File: src/rtl/jstk_dir_stepper.sv
// Joystick direction decoder and cursor stepper: per-axis hysteresis zones, debounced commit,
// bound-gated direction mode and saturating X/Y positions with single-step and auto-repeat.
module jstk_dir_stepper #(
   parameter int unsigned DATA_W   = 10,
   parameter int unsigned HI_TH    = 700,
   parameter int unsigned LO_TH    = 300,
   parameter int unsigned HYST     = 20,
   parameter int unsigned STABLE_N = 3,
   parameter int unsigned POS_W    = 4,
   parameter int unsigned POS_MIN  = 2,
   parameter int unsigned POS_MAX  = 6,
   parameter int unsigned POS_INIT = 4,
   parameter int unsigned REPEAT_N = 5
) (
   input  logic              CLK,
   input  logic              RST,
   input  logic              sample_vld,
   input  logic [DATA_W-1:0] x_in,
   input  logic [DATA_W-1:0] y_in,
   output logic [3:0]        mode,
   output logic              mode_vld,
   output logic              step,
   output logic [POS_W-1:0]  x_pos,
   output logic [POS_W-1:0]  y_pos
);

   localparam int unsigned SW = $clog2(STABLE_N + 1);
   localparam int unsigned RW = (REPEAT_N == 0) ? 1 : $clog2(REPEAT_N + 1);

   localparam logic [DATA_W-1:0] HI_V     = DATA_W'(HI_TH);
   localparam logic [DATA_W-1:0] LO_V     = DATA_W'(LO_TH);
   localparam logic [DATA_W-1:0] HI_OUT   = DATA_W'(HI_TH - HYST);
   localparam logic [DATA_W-1:0] LO_OUT   = DATA_W'(LO_TH + HYST);
   localparam logic [SW-1:0]     STABLE_V = SW'(STABLE_N);
   localparam logic [RW-1:0]     RPT_V    = RW'(REPEAT_N);
   localparam logic [POS_W-1:0]  PMIN     = POS_W'(POS_MIN);
   localparam logic [POS_W-1:0]  PMAX     = POS_W'(POS_MAX);
   localparam logic [POS_W-1:0]  PINIT    = POS_W'(POS_INIT);

   typedef enum logic [1:0] {ZMid, ZLow, ZHigh} zone_e;

   function automatic zone_e next_zone(input zone_e z, input logic [DATA_W-1:0] v);
      zone_e n;
      n = z;
      case (z)
         ZMid:    if (v > HI_V) n = ZHigh; else if (v < LO_V) n = ZLow;
         ZHigh:   if (v < LO_V) n = ZLow;  else if (v <= HI_OUT) n = ZMid;
         ZLow:    if (v > HI_V) n = ZHigh; else if (v >= LO_OUT) n = ZMid;
         default: n = ZMid;
      endcase
      return n;
   endfunction

   // Internal direction vector is {left, right, up, down}; map it onto the output code.
   function automatic logic [3:0] encode(input logic [3:0] d);
      logic [3:0] m;
      case (d)
         4'b1000: m = 4'b0001;
         4'b0010: m = 4'b0010;
         4'b0100: m = 4'b0100;
         4'b0001: m = 4'b1000;
         4'b1010: m = 4'b0011;
         4'b1001: m = 4'b0101;
         4'b0110: m = 4'b0110;
         4'b0101: m = 4'b0111;
         default: m = 4'b0000;
      endcase
      return m;
   endfunction

   zone_e            x_zone_q, y_zone_q, x_zone_d, y_zone_d;
   logic [3:0]       cand, prev_q, commit_q, commit_d, gated;
   logic [SW-1:0]    stable_q, stable_d;
   logic [RW-1:0]    rpt_q, rpt_d, rpt_inc;
   logic             changed, trigger, step_d;
   logic [POS_W-1:0] x_pos_d, y_pos_d;

   always_comb begin
      x_zone_d = next_zone(x_zone_q, x_in);
      y_zone_d = next_zone(y_zone_q, y_in);
      cand = {x_zone_d == ZHigh, x_zone_d == ZLow, y_zone_d == ZHigh, y_zone_d == ZLow};

      if (cand == prev_q) stable_d = (stable_q == STABLE_V) ? stable_q : stable_q + SW'(1);
      else                stable_d = SW'(1);
      commit_d = (stable_d == STABLE_V) ? cand : commit_q;

      // Gating looks at the positions as they stand before this sample moves them.
      gated = {commit_d[3] && (x_pos > PMIN), commit_d[2] && (x_pos < PMAX),
               commit_d[1] && (y_pos < PMAX), commit_d[0] && (y_pos > PMIN)};

      changed = (commit_d != commit_q);
      rpt_inc = rpt_q + RW'(1);
      trigger = (|commit_d) && (changed || ((REPEAT_N != 0) && (rpt_inc == RPT_V)));
      rpt_d   = (changed || trigger || !(|commit_d) || (REPEAT_N == 0)) ? '0 : rpt_inc;
      step_d  = trigger && (|gated);

      x_pos_d = x_pos;
      y_pos_d = y_pos;
      if (step_d) begin
         if (gated[3])      x_pos_d = x_pos - POS_W'(1);
         else if (gated[2]) x_pos_d = x_pos + POS_W'(1);
         if (gated[1])      y_pos_d = y_pos + POS_W'(1);
         else if (gated[0]) y_pos_d = y_pos - POS_W'(1);
      end
   end

   always_ff @(posedge CLK or negedge RST) begin
      if (!RST) begin
         x_zone_q <= ZMid;
         y_zone_q <= ZMid;
         prev_q   <= '0;
         commit_q <= '0;
         stable_q <= '0;
         rpt_q    <= '0;
         mode     <= '0;
         mode_vld <= 1'b0;
         step     <= 1'b0;
         x_pos    <= PINIT;
         y_pos    <= PINIT;
      end else begin
         mode_vld <= sample_vld;
         step     <= sample_vld & step_d;
         if (sample_vld) begin
            x_zone_q <= x_zone_d;
            y_zone_q <= y_zone_d;
            prev_q   <= cand;
            commit_q <= commit_d;
            stable_q <= stable_d;
            rpt_q    <= rpt_d;
            mode     <= encode(gated);
            x_pos    <= x_pos_d;
            y_pos    <= y_pos_d;
         end
      end
   end

endmodule
File: config.mk
export PLATFORM = sky130hd
export DESIGN_NAME = jstk_dir_stepper
export DESIGN_NICKNAME = d
export VERILOG_FILES = /design/src/rtl/jstk_dir_stepper.sv
export SDC_FILE = /design/constraint.sdc
export NUM_CORES = 1
export LEC_CHECK = 0
export CAP_MARGIN = 20
export CORE_UTILIZATION = 53
export CTS_CLUSTER_DIAMETER = 120
export DETAILED_ROUTE_END_ITERATION = 10
export GPL_ROUTABILITY_DRIVEN = 0
export PLACE_DENSITY_LB_ADDON = 0.2
export SYNTH_ARGS = -nofsm -noshare
export SYNTH_HDL_FRONTEND = slang
export SYNTH_SLANG_ARGS = --single-unit
File: constraint.sdc
create_clock -name CLK -period 3.8 [get_ports CLK]
set_clock_uncertainty 0.2 [all_clocks]
set_input_delay 0.76 -clock CLK [delete_from_list [all_inputs] [get_ports CLK]]
set_output_delay 0.76 -clock CLK [all_outputs]
set_load 0.005 [all_outputs]
==> metrics.txt <==
P_leak=1.45 nW; Net count, final=355; Pwr Density=627 nW/µm²; area of the core=3740 µm²; Clk Tree Root Cell=clkbuf_8; top-level port count=37; syn nets=256; largest net degree at the start of global routing=32; CTS sink count=31; Worst EP arrival=3.96 ns; VDD IR max=0.000530 V; GR Overflow Total=0; fin area=3200 µm²; post-synth top area share=34.1%; Fin. Hold Viols=0; EDFF count, synth=0; GRT Total Usage=30.1%; most common cell in the netlist=dfrtp_1; Die Wd=65.4 µm; CTS Buffer Depth=2; Chip Height=65.4 µm; initial core utilization=56.9%; top cell type by total area after synthesis=dfrtp_1; Yosys reg bits=31; vias per inst=5.89; pre-CTS setup slack=-0.728 ns; Ant. Diodes=0; CTS buffer count=5; Unique masters post-synth=63; asr flop ratio synth=100%; Pwr Total=2.01 mW; synthesized cell area=2130 µm²; CTS tree=built; Min-Delay Path Class=flip-flop to flip-flop; Hold-fix buffers, CTS=0; Worst slew margin=62.5%; final worst-path cycle share=103%; RSZ-0062 raised after global routing=true; initial antenna violation count=0; WL/cell=17.2 µm; Routed WL=6350 µm; antenna viol nets, final=0; max frequency=254 MHz; DP Area=2940 µm²; CP Launch Point=y_in[1]; post-synthesis sequential area ratio=36.5%; top post-synthesis cells by count=dfrtp_1, nor2_1, a21oi_1; synth top area cells=dfrtp_1, ha_1, a21oi_1, nor2_1, inv_1; via count=2173; port bufs=36; reg2reg setup slack=0.17 ns; setup tns final=-0.280 ns; Post-Syn Instances=221; crit path to=y_pos[3]; Non-Filler Instances=369; Tmin final=3.93 ns; CTS clk-pin slew, worst paths=0.07 ns; final core occ=85.6%; Fillers=196; final setup violation count=3; Syn Area/Cell=9.64 µm²; Area growth syn-to-layout=50.4%; CP required=3.83 ns; dpl cells=349; die area=4280 µm²; element type at the critical path end=flip-flop; initial drt markers=106; leading register cell type out of synthesis=dfrtp_1; critical-path maximum fanout=3; crit path kind=input pin to flip-flop; DRT Pass-1 Iters=5; Slew Viols, Final=0; Setup WS post-layout=-0.132 ns; Syn. warnings=0; dpl hpwl=3980 µm; RR Endpoint=y_pos[3]; FF-to-FF Start=x_zone_q[0]; register area=778 µm²; Reg2Reg Depth=15; Clock Latency Late Sink=0.29 ns; status=finished with violations; drt drc=0; global-route wire length before repair=9600 µm; nature of the critical path startpoint=input pin; CTS H-Tree Depth=2; layout cells sized above 1=38.6%; worst hold slack=0.332 ns; worst-margin pin slew=0.561 ns; failing checks=setup timing; maxcap violations=0; FP Rows=22; Multi-input gate area=1420 µm²; vias in the first global route=2224
[logic make-up after synthesis]
logic type | after synthesis | synth area share (%)
compound gates | 64 | 23.3
simple gates | 75 | 19.6
fa+ha+maj | 12 | 7.76
flops | 31 | 36.5
buf+inv | 20 | 4.00
mux | 9 | 4.70
xor+xnor | 10 | 4.11
[how the worst min path moves through the flow]
stage | start | to | slack (ns) | cells after the start
floorplan | RST | commit_q[0] | 0.26 | 0
global placement | stable_q[0] | stable_q[0] | 0.31 | 2
detailed placement | mode[0] | mode[0] | 0.32 | 2
CTS | stable_q[0] | stable_q[0] | 0.33 | 2
global route | mode[2] | mode[2] | 0.37 | 2
finish | stable_q[0] | stable_q[0] | 0.33 | 2
[routing by layer]
layer | global-route usage [%] | wire length (µm) | up-vias
met5 | 0 | 0 | -
met4 | 12.5 | 139 | 0
met3 | 7.81 | 357 | 17
met2 | 53.7 | 3360 | 88
met1 | 33.6 | 2490 | 1040
li1 | - | - | 1028
[power by group]
part | switching, mW | internal (mW) | leakage, nW | total (mW)
registers | 0.116 | 0.432 | 0.384 | 0.548
logic | 0.544 | 0.660 | 1.02 | 1.20
clock network | 0.131 | 0.125 | 0.0477 | 0.256
[cell type report]
type,instances,share of cell area (%)
multi-input cells,170,44.5
inverters,17,2.07
clock buffers,5,2.15
flip-flops and latches,31,24.3
repair buffers,95,24.7
clock inverters,3,0.469
well taps,48,1.88
[worst max-delay path, cell delays in order]
cell	delay [ns]
clkdlybuf4s50_1	0.50
nor4_1	0.06
a2111o_1	0.47
a311o_1	0.35
buf_4	0.15
nor2_4	0.13
a21oi_2	0.07
nor3_2	0.25
nand2b_1	0.14
ha_1	0.31
a21o_1	0.17
a21oi_2	0.16
nand2b_1	0.08
mux2_4	0.27
o2bb2ai_2	0.10
[cells in the final DEF, fill, tap and decap left out, types with 4 or more instances in the layout]
master,instances
mux2_2,4
nor2_1,16
buf_4,58
inv_1,14
o21ai_0,11
a21oi_1,13
nand2_1,11
nand3_1,7
xor2_1,4
dfrtp_1,29
o211ai_1,5
a21o_1,4
ha_1,6
or4_4,4
dlygate4sd2_1,7
xnor2_1,6
clkdlybuf4s50_1,18
clkbuf_8,5
[state kept, by name, summed over array words and instances, names as in the netlist]
signal	flops
commit_q	4
mode	4
mode_vld	1
prev_q	4
rpt_q	3
stable_q	2
step	1
x_pos	4
x_zone_q	2
y_pos	4
y_zone_q	2
[timing repair]
item / CTS / global route
gates resized for setup: 50 / 22
gates cloned: 0 / 0
buffers inserted: 8 / 4
pin swaps: 20 / 18
setup endpoints to repair: 16 / 8
Note: power is estimated with default switching activity, not from simulation.
